File: src/rtl/wb_stage.sv
// wb_stage: MEM/WB register, write-back select, forwarding tap, retire count.
// Optional sub-word load extraction is enabled by defining WB_LOAD_EXT_EN.
module wb_stage #(
  parameter int DW   = 32,
  parameter int AW   = 5,
  parameter int CNTW = 32
) (
  input  logic            clk,
  input  logic            rst_n,
  input  logic            stall,
  input  logic            flush,
  input  logic            mem_valid,
  input  logic            mem_RegWr,
  input  logic            mem_MemtoReg,
  input  logic            mem_Jal,
  input  logic [AW-1:0]   mem_Rw,
  input  logic [DW-1:0]   mem_alu,
  input  logic [DW-1:0]   mem_dout,
  input  logic [DW-1:0]   mem_pc,
  input  logic [1:0]      mem_ldsz,
  input  logic            mem_ldu,
  output logic [AW-1:0]   Rw,
  output logic [DW-1:0]   busW,
  output logic            WrEn,
  output logic            Jal,
  output logic            fwd_valid,
  output logic [AW-1:0]   fwd_Rw,
  output logic [DW-1:0]   fwd_data,
  output logic [CNTW-1:0] retired
);

  typedef struct packed {
    logic          valid;
    logic          regwr;
    logic          memtoreg;
    logic          jal;
    logic [AW-1:0] rw;
    logic [DW-1:0] alu;
    logic [DW-1:0] dout;
    logic [DW-1:0] pc;
    logic [1:0]    ldsz;
    logic          ldu;
  } mem_wb_t;

  mem_wb_t         wb;
  mem_wb_t         nxt;
  logic [CNTW-1:0] cnt;

  always_comb begin
    nxt          = '0;
    nxt.valid    = mem_valid;
    nxt.regwr    = mem_RegWr;
    nxt.memtoreg = mem_MemtoReg;
    nxt.jal      = mem_Jal;
    nxt.rw       = mem_Rw;
    nxt.alu      = mem_alu;
    nxt.dout     = mem_dout;
    nxt.pc       = mem_pc;
    nxt.ldsz     = mem_ldsz;
    nxt.ldu      = mem_ldu;
  end

  // An instruction retires when it leaves WB, even if a flush
  // replaces it with a bubble on the same edge.
  always_ff @(posedge clk or negedge rst_n) begin
    if (!rst_n) begin
      wb  <= '0;
      cnt <= '0;
    end else begin
      if (flush)
        wb <= '0;
      else if (!stall)
        wb <= nxt;
      if (wb.valid && !stall)
        cnt <= cnt + {{(CNTW-1){1'b0}}, 1'b1};
    end
  end

  logic [DW-1:0] ld;

`ifdef WB_LOAD_EXT_EN
  logic [7:0]  lb;
  logic [15:0] lh;

  always_comb begin
    lb = '0;
    unique case (wb.alu[1:0])
      2'd0: lb = wb.dout[7:0];
      2'd1: lb = wb.dout[15:8];
      2'd2: lb = wb.dout[23:16];
      2'd3: lb = wb.dout[31:24];
    endcase
    lh = wb.alu[1] ? wb.dout[31:16] : wb.dout[15:0];
    unique case (1'b1)
      wb.ldsz == 2'b10:
        ld = {{(DW-8){~wb.ldu & lb[7]}}, lb};
      wb.ldsz == 2'b01:
        ld = {{(DW-16){~wb.ldu & lh[15]}}, lh};
      default:
        ld = wb.dout;
    endcase
  end
`else
  logic unused_ldext;

  assign ld           = wb.dout;
  assign unused_ldext = ^{wb.ldsz, wb.ldu, wb.alu[1:0]};
`endif

  logic [AW-1:0] rw_e;
  logic [DW-1:0] wd;

  always_comb begin
    rw_e = wb.jal ? AW'(31) : wb.rw;
    if (wb.jal)
      wd = wb.pc + DW'(8);
    else if (wb.memtoreg)
      wd = ld;
    else
      wd = wb.alu;
  end

  assign Rw        = wb.valid ? rw_e : '0;
  assign busW      = wb.valid ? wd : '0;
  assign Jal       = wb.valid & wb.jal;
  assign WrEn      = wb.valid & (wb.regwr | wb.jal)
                   & (rw_e != '0);
  assign fwd_valid = WrEn;
  assign fwd_Rw    = Rw;
  assign fwd_data  = busW;
  assign retired   = cnt;

endmodule
File: config.mk
export PLATFORM = sky130hd
export DESIGN_NAME = wb_stage
export DESIGN_NICKNAME = d
export VERILOG_FILES = /design/src/rtl/wb_stage.sv
export SDC_FILE = /design/constraint.sdc
export NUM_CORES = 1
export LEC_CHECK = 0
export CAP_MARGIN = 20
export CORE_AREA = 2 2 163 165
export DETAILED_ROUTE_END_ITERATION = 10
export DIE_AREA = 0 0 165 167
export DONT_BUFFER_PORTS = 1
export PLACE_DENSITY_LB_ADDON = 0.12
export SYNTH_ARGS = -nofsm -noshare
export SYNTH_HDL_FRONTEND = slang
export SYNTH_SLANG_ARGS = --single-unit
File: constraint.sdc
create_clock -name clk -period 1.9 [get_ports clk]
set_input_delay 0.19 -clock clk [delete_from_list [all_inputs] [get_ports clk]]
set_output_delay 0.19 -clock clk [all_outputs]
set_load 0.02 [all_outputs]
# Word level (Yosys, flattened, before mapping)
# Index checks and enable logic that the tools add are counted.
# word_totals
regBits,137
in_bits,112
out_inout_bits,109
word_cells,26
# op_classes
n_addsub,2
n_eq_ne,1
mux,7
bitwise,4
reduce_logical,3
# ops
operator,count
$mux 108,2
$mux 32,3
$add 32x1->32 const B,1
$add 32x4->32 const B,1
$mux 5,2
$reduce_bool 5->1,1
$and 1x1->1,3
$ne 2x1->1 const B,1
$logic_and 1x1->1,1
$logic_not 1->1,1
$or 1x1->1,1

# Longest topological paths before layout
# Gate-level depths: netlist (run 1).
# logic_depth
word_depth,3
ltp_mapped,7
mapped_depth_nobuf,5

# Worst setup path before layout (run 1)
# Ideal clock, no wire load.
# synth_timing
kind,reg2out
startpoint,reg wb[8] (netlist bit)
endpoint,out fwd_data[20]
t_arrival_ns,2.364
t_required_ns,1.710
setup_slack_ns,-0.654
path_stages_with_launch,7
path_buffers,2
path_cell_list,dfrtp_1 and4_1 nand4_4 buf_4 or3_2 a311oi_1 buf_4
# synth_between
elab_chain_cells,3
# synth_rtl
item,line,source
"start, declared",45,mem_wb_t wb;
"start signal, assigned",73,wb <= nxt;
$add 32x4->32,116,wd = wb.pc + DW'(8);
$mux 32,115,if (wb.jal)
$mux 32,124,assign busW = wb.valid ? wd : '0;
"end, declared",28,"output logic [DW-1:0] fwd_data,"
# No other way between the ends.

# Worst setup path after layout (run 1)
# layout_timing
startpoint,reg wb[29] (netlist bit)
endpoint,out busW[30]
# layout_between
elab_chain_cells,3
# layout_rtl
item,line,source
$add 32x4->32,116,
$mux 32,115,
$mux 32,124,
"end, declared",23,"output logic [DW-1:0] busW,"
# No other way between the ends.

==> results of run 1 <==
[kinds of logic (layout without fill, tap and decap cells)]
group           count (synthesis)  count (layout)  synth area share (%)
simple gates                  243             244                 16.12
flops                         137             137                 46.74
mux                           131             131                 18.20
buf+inv                        92             380                 7.182
compound gates                 76              76                 6.397
xor+xnor                       42              42                 5.015
fa+ha+maj                       2               2                0.3411
other cells                     0               1                     0
[routing by layer]
metal / vias up / part of all wire [%] / GRT usage [%]
li1: 3050 / - / -
met1: 3212 / 44 / 25.33
met2: 143 / 49 / 33.57
met3: 29 / 5.5 / 5.280
met4: 0 / 1.9 / 6.389
met5: - / 0 / 0
[area by class of cell]
type                    count  area (µm²)  area share, %
inverters                   8       30.03         0.2504
diodes                      1       2.502        0.02087
flip-flops and latches    137        3432          28.62
clock inverters            14       137.6          1.148
well taps                 335       419.2          3.495
multi-input cells         495        4085          34.07
clock buffers              18       429.2          3.579
repair buffers            340        3456          28.82
[synth_stat cells, types with 2 or more instances]
cell type / number
ha_1: 2
nand4_1: 12
o31a_1: 2
nor2b_1: 8
nand4b_1: 2
a31oi_1: 13
o21ai_0: 25
xnor2_1: 18
mux2_2: 19
o31ai_1: 9
nand3_1: 18
nor4_1: 5
nor2_1: 130
a211oi_1: 14
mux2i_1: 112
dfrtp_1: 137
clkbuf_1: 24
xor2_1: 24
and3_1: 6
inv_1: 8
nor3_1: 10
nand2_1: 20
buf_4: 40
buf_2: 7
and4_1: 5
buf_1: 10
a21oi_1: 11
or3_1: 4
or4_1: 13
and4_2: 3
or3_2: 2
[power breakdown]
| part | switching [mW] | leakage, nW | total [mW] | internal (mW) |
|---|---|---|---|---|
| Combinational | 0.708 | 3.19 | 1.56 | 0.856 |
| Clock | 1.47 | 0.273 | 3.30 | 1.83 |
| Sequential | 0.121 | 1.81 | 3.20 | 3.08 |
| Total | 2.30 | 5.27 | 8.06 | 5.77 |
[worst max path at each step]
stage	start	endpoint
after detailed placement	wb[28]	busW[30]
after CTS	wb[28]	busW[30]
after global placement	wb[29]	busW[30]
after global routing	wb[6]	busW[19]
after floorplan	wb[23]	fwd_data[28]
final	wb[29]	busW[30]
[flip-flops by register name, summed over array words and instances (netlist names)]
signal and count:
retired 32, wb 73, ld 32
[timing repair]
action / in CTS / in global routing
setup buffers: 14 / 9
gates resized for setup: 94 / 20
pin swaps: 36 / 29
hold endpoints to repair: 242 / 137
setup endpoints to repair: 76 / 78
cloned: 3 / 0
==> impl_results.md, run 1 <==
- CP Max Fanout: 3
- Hold buffer count at CTS: 184
- Vias in the first global route: 7120
- Post-synth top flop: dfrtp_1
- Initial antenna violation count: 1
- GRT Residual Overflow: 0
- Synthesized flop and latch total: 137
- Bufs on Longest Clock Path: 2
- Port bufs: 0
- H-tree Lvls: 4
- Crit-path leading delay family: simple AND/OR/NAND/NOR gates
- I/O pins: 221
- RePlAce Congestion: 0.8025
- Drt total wl: 27.05 mm
- Peak VDD IR: 0.0005149 V
- CP arrival: 2.33 ns
- CTS sink count: 137
- Ys async rst share: 100.0%
- Syn Area/Cell: 10.14 µm²
- Skew-Pair Late Insertion Delay: 0.43 ns
- Reg clk slew, reported paths: 0.07 ns
- Failing checks: negative hold slack, negative setup slack
- Placed Cells: 1118
- Pwr dens: 672.5 nW/µm²
- WP data required: 1.71 ns
- Antenna Nets Post-Route: 0
- Total CTS buffers: 17
- Fin. max-slew vios: 0
- Cell mode on critical path: or4_4
- Fin cells: 1348
- Final hold vios: 137
- Period Utilization, post-route: 132.4%
- Worst path bufs/invs: 1
- Die Span Y: 167 µm
- Post-synth top area cell: dfrtp_1
- Die width: 165 µm
- Commonest non-fill, non-tap cells in the layout: dlygate4sd3_1, dfrtp_1, nor2_1
- Worst path cell trace: nand3_2 > or4_4 > or4_4 > a31oi_4 > buf_12
- Row count: 59
- Design area: 11990 µm²
- DR iter-0 viols: 340
- RR Endpoint: retired[28]
- Main area contributors after synthesis: dfrtp_1, mux2i_1, nor2_1
- Slew headroom: 55.30%
- FMAX: 397.5 MHz
- Most common cell after layout, fill and taps aside: dlygate4sd3_1
- Max Clock Skew: 0.01192 ns
- First-pass GRT wire length: 41.54 mm
- Critical path startpoint category: flop
- Number of flops mapped to enable cells by yosys: 0
- Fraction of layout cells with a size suffix above 1: 30.34%
- Critical path depth in cells: 5
- Vias after detailed routing: 6434
- Slew @ Worst Pin: 0.6665 ns
- Pre-antenna DRT Iters: 4
- Post-synth top area share: 46.74%
- Count of final setup violators: 66
- Fin nets: 1113
- DRC: 0
- Overall power: 8.064 mW
- Post-route worst setup slack: -0.6159 ns
- Placement Cell Area: 8942 µm²
- Syn_nets: 837
- Final hold slack: -0.5453 ns
- Filler cell count: 2403
- Slowest Stage Delay on Critical Path: 0.52 ns
- DP Wirelength: 17.76 mm
- RSZ-0062 raised after global routing: true
- Cell Area, Synth: 7335 µm²
- P&R area growth vs syn: 63.49%
- Root Buffer: clkbuf_16
- Post-synth cell types: 41
- Core Area: 25760 µm²
- Largest net degree at the start of global routing: 138
- Nature of the critical path endpoint: primary output
- Routed vias/inst: 4.773
- Flop-to-flop setup slack: 0.12 ns
- Slowest-stage cell, CP: or4_4
- Initial Utilization: 28.47%
- Setup TNS: -23.99 ns
- Mapped Cells: 723
- Crit Path Category: flop to primary output
- Maxcap violations: 0
- FF-to-FF Start: retired[1]
- Placement Setup Slack: -0.1544 ns
- Leakage: 5.269 nW
- Wirelength per Cell: 20.07 µm
- Hold Crit Class: primary input to async pin
- Global-route usage over all layers: 20.14%
- Synth warn: 0
- Die area: 27560 µm²
- Run status: finished with violations
- Util after Layout: 46.54%
- Crit path time final: 2.516 ns
- Sequential element share of the synthesized area: 46.74%
- CTS tree: yes
- Reg2reg path depth: 5
No activity file was read; power rests on OpenSTA's default activity.
==> inputs of run 2 (changes only) <==
PLACE_DENSITY = 0.48   (was default)
PLACE_DENSITY_LB_ADDON = default   (was 0.12)
==> impl_results.md, run 2 (synthesis results as in run 1) <==
- Max reg flops: 73 (unchanged)
- Vias in the first global route: 7071 (-0.69%)
- Row count: 59 (unchanged)
- Commonest non-fill, non-tap cells in the layout: dlygate4sd3_1, dfrtp_1, nor2_1
- DR iter-0 viols: 282 (-17%)
- Design area: 12170 µm² (+1.5%)
- Leakage: 5.330 nW (+1.2%)
- CP Max Fanout: 3 (unchanged)
- Post-route worst setup slack: -0.5885 ns (+0.02743 ns)
- Max Clock Skew: 0.01423 ns (+0.002309 ns)
- Count of final setup violators: 64 (-3.0%)
- P&R area growth vs syn: 65.92%
- Run status: finished with violations
- CTS sink count: 137 (unchanged)
- Hold Crit Class: primary input to async pin
- Die Span Y: 167 µm (unchanged)
- Slew headroom: 61.06% (+5.8 points)
- H-tree Lvls: 4 (unchanged)
- I/O pins: 221 (unchanged)
- Total CTS buffers: 17 (unchanged)
- Die area: 27560 µm² (unchanged)
- Bufs on Longest Clock Path: 2 (unchanged)
- Pre-antenna DRT Iters: 4 (unchanged)
- Pwr dens: 655.4 nW/µm² (-2.5%)
- Sw Ratio: 28.96% (+0.50 points)
- Peak VDD IR: 0.0003797 V (-26%)
- Filler cell count: 2384 (-0.79%)
- DP Wirelength: 16.04 mm (-9.7%)
- Placement Cell Area: 8899 µm² (-0.49%)
- Placement Setup Slack: -0.1624 ns (-0.008016 ns)
- Vias after detailed routing: 6547 (+1.8%)
- Failing checks: negative hold slack, negative setup slack
- Largest net degree at the start of global routing: 138 (unchanged)
- Fraction of layout cells with a size suffix above 1: 30.81% (+0.48 points)
- Maxcap violations: 0 (unchanged)
- Final hold slack: -0.5408 ns (+0.004485 ns)
- Routed vias/inst: 4.782 (+0.20%)
- Seq pwr share: 40.2% (+0.5 points)
- First-pass GRT wire length: 39.59 mm (-4.7%)
- Period Utilization, post-route: 131.0% (-1.4 points)
- Int Power: 5.665 mW (-1.8%)
- Initial antenna violation count: 2 (+1)
- Most common cell after layout, fill and taps aside: dlygate4sd3_1
- Port bufs: 0 (unchanged)
- Skew-Pair Late Insertion Delay: 0.43 ns (about the same)
- GRT Residual Overflow: 0 (unchanged)
- Reported net switching power: 2.310 mW (+0.64%)
- Die width: 165 µm (unchanged)
- Fin. max-slew vios: 0 (unchanged)
- Core Area: 25760 µm² (unchanged)
- CTS tree: yes
- Crit Path Category: flop to primary output
- Root Buffer: clkbuf_16
- Final hold vios: 137 (unchanged)
- Combinational Power Share: 19.2% (-0.2 points)
- Drt total wl: 25.60 mm (-5.4%)
- CP arrival: 2.30 ns (-0.03 ns)
- WP data required: 1.71 ns (about the same)
- Initial Utilization: 28.47% (unchanged)
- Critical path startpoint category: flop
- Slew @ Worst Pin: 0.5806 ns (-0.08593 ns)
- Crit path time final: 2.488 ns (-0.02743 ns)
- Nature of the critical path endpoint: primary output
- Clock power share: 40.6% (-0.3 points)
- Reg clk slew, reported paths: 0.07 ns (about the same)
- Fin nets: 1133 (+1.8%)
- Multi-input logic area: 4085 µm² (unchanged)
- Hold buffer count at CTS: 192 (+4.3%)
- DRC: 0 (unchanged)
- RePlAce Congestion: 0.8288 (+3.3%)
- Antenna Nets Post-Route: 0 (unchanged)
- Wirelength per Cell: 18.70 µm (-6.8%)
- Storage cell area: 3433 µm² (about the same)
- RSZ-0062 raised after global routing: true
- Global-route usage over all layers: 18.89% (-1.3 points)
- FMAX: 401.9 MHz (+1.1%)
- Reg with most FFs: wb
run 2: stage by stage:
stage | TNS (ns) | std cells | utilization (%) | hold WS (ns) | power (mW)
after floorplan | -2.199 | 723 | - | -0.1056 | 3.937
after global placement | -2.691 | 1116 | 34.54 | -0.09500 | 4.187
after detailed placement | -3.130 | 1116 | 34.54 | -0.09416 | 4.196
after CTS | -22.82 | 1361 | 46.27 | -0.5628 | 8.015
after global routing | -28.26 | 1369 | 47.23 | -0.5654 | 8.328
final | -22.93 | 1369 | 47.23 | -0.5408 | 7.975
run 2: repair_timing:
item | 4_1_cts | 5_1_grt
resized for setup | 83 | 42
hold endpoints to repair | 242 | 137
setup endpoints to repair | 77 | 79
buffers inserted | 17 | 8
pin swaps | 38 | 13
cloned | 4 | 0
run 2: worst max-delay path, cell delays in order, from the launching register on:
cell and delay (ns):
dfrtp_1 0.36, nand3_2 0.10, or4_4 0.52, or4_4 0.50, a31oi_4 0.23, buf_12 0.16
run 2: area by class of cell:
class                   count  area share (%)
clock inverters            15           1.080
multi-input cells         495           33.57
diodes                      2         0.04113
well taps                 335           3.444
inverters                   8          0.2776
clock buffers              17           3.496
repair buffers            360           29.88
flip-flops and latches    137           28.21
run 2: power by group through the flow:
stage | clock (mW) | sequential, mW | combinational [mW]
final | 3.24 | 3.20 | 1.53
after global placement | 0 | 3.24 | 0.946
after global routing | 3.45 | 3.22 | 1.65
after detailed placement | 0 | 3.24 | 0.952
after floorplan | 0 | 3.30 | 0.639
after CTS | 3.33 | 3.20 | 1.49
run 2: worst paths after layout:
check,from,to,slack (ns),cells after the start
max,wb[27],busW[30],-0.59,5
min,rst_n,ld[11],-0.54,0
max reg2reg,retired[0],retired[24],0.12,5
min reg2reg,retired[14],retired[14],0.59,2
max in group asynchronous,rst_n,wb[107],2.25,0
min in group clk,stall,retired[0],0.05,2
run 2: layer usage:
layer	vias to the layer above	wire, µm	global-route usage, %
li1	3088	-	-
met1	3245	11250	24.18
met2	181	12400	30.92
met3	33	1387	4.932
met4	0	569	6.125
met5	-	0	0
==> inputs of run 3 (changes only) <==
--- a/config.mk
+++ b/config.mk
@@ -6,5 +6,4 @@
 export NUM_CORES = 1
 export LEC_CHECK = 0
-export CAP_MARGIN = 20
 export CORE_AREA = 2 2 163 165
 export DETAILED_ROUTE_END_ITERATION = 10
==> constraint.sdc (replaced) <==
create_clock -name clk -period 1.9 [get_ports clk]
set_input_delay 0.19 -clock clk [delete_from_list [all_inputs] [get_ports clk]]
set_output_delay 0.19 -clock clk [all_outputs]
set_load 0.01 [all_outputs]
==> impl_results.md, run 3 (synthesis results as in run 1) <==
- Max reg flops: 73 (unchanged)
- RePlAce Congestion: 0.8024 (-3.2%)
- Fraction of layout cells with a size suffix above 1: 28.60% (-2.2 points)
- Port bufs: 0 (unchanged)
- Pwr dens: 700.3 nW/µm² (+6.9%)
- RSZ-0062 raised after global routing: true
- Maxcap violations: 0 (unchanged)
- Largest net degree at the start of global routing: 138 (unchanged)
- Count of final setup violators: 64 (unchanged)
- Slew headroom: 65.51% (+4.5 points)
- Vias in the first global route: 6657 (-5.9%)
- Antenna Nets Post-Route: 0 (unchanged)
- Run status: finished with violations
- Die Span Y: 167 µm (unchanged)
- Fin. max-slew vios: 0 (unchanged)
- CTS sink count: 137 (unchanged)
- I/O pins: 221 (unchanged)
- Final hold vios: 137 (unchanged)
- Filler cell count: 2378 (-0.25%)
- H-tree Lvls: 4 (unchanged)
- CP Max Fanout: 3 (unchanged)
- Die area: 27560 µm² (unchanged)
- Sw Ratio: 24.58% (-4.4 points)
- Bufs on Longest Clock Path: 2 (unchanged)
- Leakage: 5.207 nW (-2.3%)
- DP Wirelength: 15.00 mm (-6.4%)
- Final hold slack: -0.5232 ns (+0.01764 ns)
- Row count: 59 (unchanged)
- Reg clk slew, reported paths: 0.06 ns (about the same)
- DR iter-0 viols: 313 (+11%)
- Core Area: 25760 µm² (unchanged)
- GRT Residual Overflow: 0 (unchanged)
- Crit. Startpoint: wb[29]
- Routed vias/inst: 4.735 (-0.98%)
- Total CTS buffers: 17 (unchanged)
- Max Clock Skew: 0.01256 ns (-0.001666 ns)
- Root Buffer: clkbuf_16
- First-pass GRT wire length: 36.99 mm (-6.6%)
- Overall power: 8.236 mW (+3.3%)
- Seq pwr share: 39.2% (-1.0 points)
- P&R area growth vs syn: 60.34%
- Period Utilization, post-route: 124.8% (-6.2 points)
- Setup TNS: -18.27 ns (+4.661 ns)
- Pre-antenna DRT Iters: 4 (unchanged)
- Peak VDD IR: 0.0005215 V (+37%)
- Int Power: 6.212 mW (+9.6%)
- Commonest non-fill, non-tap cells in the layout: dlygate4sd3_1, dfrtp_1, nor2_1
- Reported net switching power: 2.025 mW (-12%)
- CTS tree: yes
- Failing checks: negative hold slack, negative setup slack
- Wirelength per Cell: 18.18 µm (-2.8%)
- Global-route usage over all layers: 17.44% (-1.5 points)
- Design area: 11760 µm² (-3.4%)
- Clock power share: 44.0% (+3.4 points)
- End of the critical path: busW[30]
- Die width: 165 µm (unchanged)
- Nature of the critical path endpoint: primary output
- Critical path startpoint category: flop
- Combinational Power Share: 16.8% (-2.4 points)
- Initial antenna violation count: 2 (unchanged)
- Initial Utilization: 28.47% (unchanged)
- Skew-Pair Late Insertion Delay: 0.41 ns (-0.02 ns)
- Reg2reg path depth: 5 (unchanged)
- Crit Path Category: flop to primary output
- FF-to-FF Start: wb[107]
- Hold Crit Class: primary input to async pin
- Most common cell after layout, fill and taps aside: dlygate4sd3_1
- WP data required: 1.71 ns (about the same)
- Flop-to-flop setup slack: 0.10 ns (-0.02 ns)
- Drt total wl: 24.30 mm (-5.1%)
- Vias after detailed routing: 6331 (-3.3%)
- CP arrival: 2.18 ns (-0.12 ns)
- Crit path time final: 2.370 ns (-0.1180 ns)
- DRC: 0 (unchanged)
- Fin nets: 1101 (-2.8%)
- Reg with most FFs: wb
- Slew @ Worst Pin: 0.5142 ns (-0.06640 ns)
- Placement Cell Area: 8388 µm² (-5.7%)
- Post-route worst setup slack: -0.4704 ns (+0.1180 ns)
- RR Endpoint: retired[22]
- FMAX: 421.9 MHz (+5.0%)
==> run 3: changes by cell type in the layout (fill, tap and decap cells not counted), moves of 4 or more <==
| cell | previous run | this run |
|---|---|---|
| buf_12 | 22 | 6 |
| buf_6 | 34 | 23 |
| buf_4 | 110 | 103 |
| inv_6 | 7 | 0 |
| nor2_1 | 121 | 126 |
| a211oi_2 | 5 | 9 |
| bufinv_16 | 0 | 4 |
| xor2_2 | 1 | 5 |
==> run 3: cell type report <==
cell class              instances  area (µm²)  area share, %
diodes                          2       5.005        0.04256
multi-input cells             495        4028          34.25
clock inverters                10       166.4          1.415
repair buffers                328        3194          27.16
flip-flops and latches        137        3436          29.22
inverters                       8       37.54         0.3192
well taps                     335       419.2          3.564
clock buffers                  22       474.2          4.032
==> run 3: how the worst min path moves through the flow <==
stage / end / slack (ns) / cells past startpoint
6_report: retired[8] / -0.52 / 0
5_1_grt: retired[8] / -0.56 / 0
4_1_cts: ld[10] / -0.55 / 0
3_5_place_dp: retired[8] / -0.1 / 0
3_3_place_gp: retired[7] / -0.1 / 0
2_1_floorplan: ld[0] / -0.11 / 0
==> run 3: critical path: stages, from the launching register on <==
cell and delay [ns]:
dfrtp_1 0.36, nand3_2 0.11, or4_4 0.49, or4_4 0.51, a31oi_4 0.30
==> run 3: repair_timing <==
item                                    in CTS  in global routing
hold buffers                               189                  1
hold endpoints to repair                   242                138
buffers inserted                            11                 18
pin swaps                                   38                 25
resized for setup                           52                 58
gates cloned                                 1                  4
endpoints found under the setup margin      77                 85
==> run 3: through the flow <==
step	instances	worst slack, ns	util (%)
after floorplan	723	-0.1554	-
after global placement	1082	-0.06188	32.56
after detailed placement	1082	-0.07333	32.56
after CTS	1314	-0.5143	43.69
after global routing	1337	-0.5668	45.65
final	1337	-0.4704	45.65
==> run 3: layer usage <==
layer  wire length [µm]  global-route usage, %  up-vias
li1                   -                      -     3020
met1              10760                  22.77     3110
met2              11720                  28.08      174
met3               1426                  4.732       27
met4                400                  5.255        0
met5                  0                      0        -
==> run 3: power groups by stage <==
| stage | clock, mW | combinational (mW) | sequential [mW] |
|---|---|---|---|
| after floorplan | 0 | 0.586 | 3.27 |
| after CTS | 3.72 | 1.29 | 3.22 |
| after global routing | 3.86 | 1.49 | 3.25 |
| final | 3.63 | 1.38 | 3.23 |
| after global placement | 0 | 0.793 | 3.27 |
| after detailed placement | 0 | 0.799 | 3.28 |
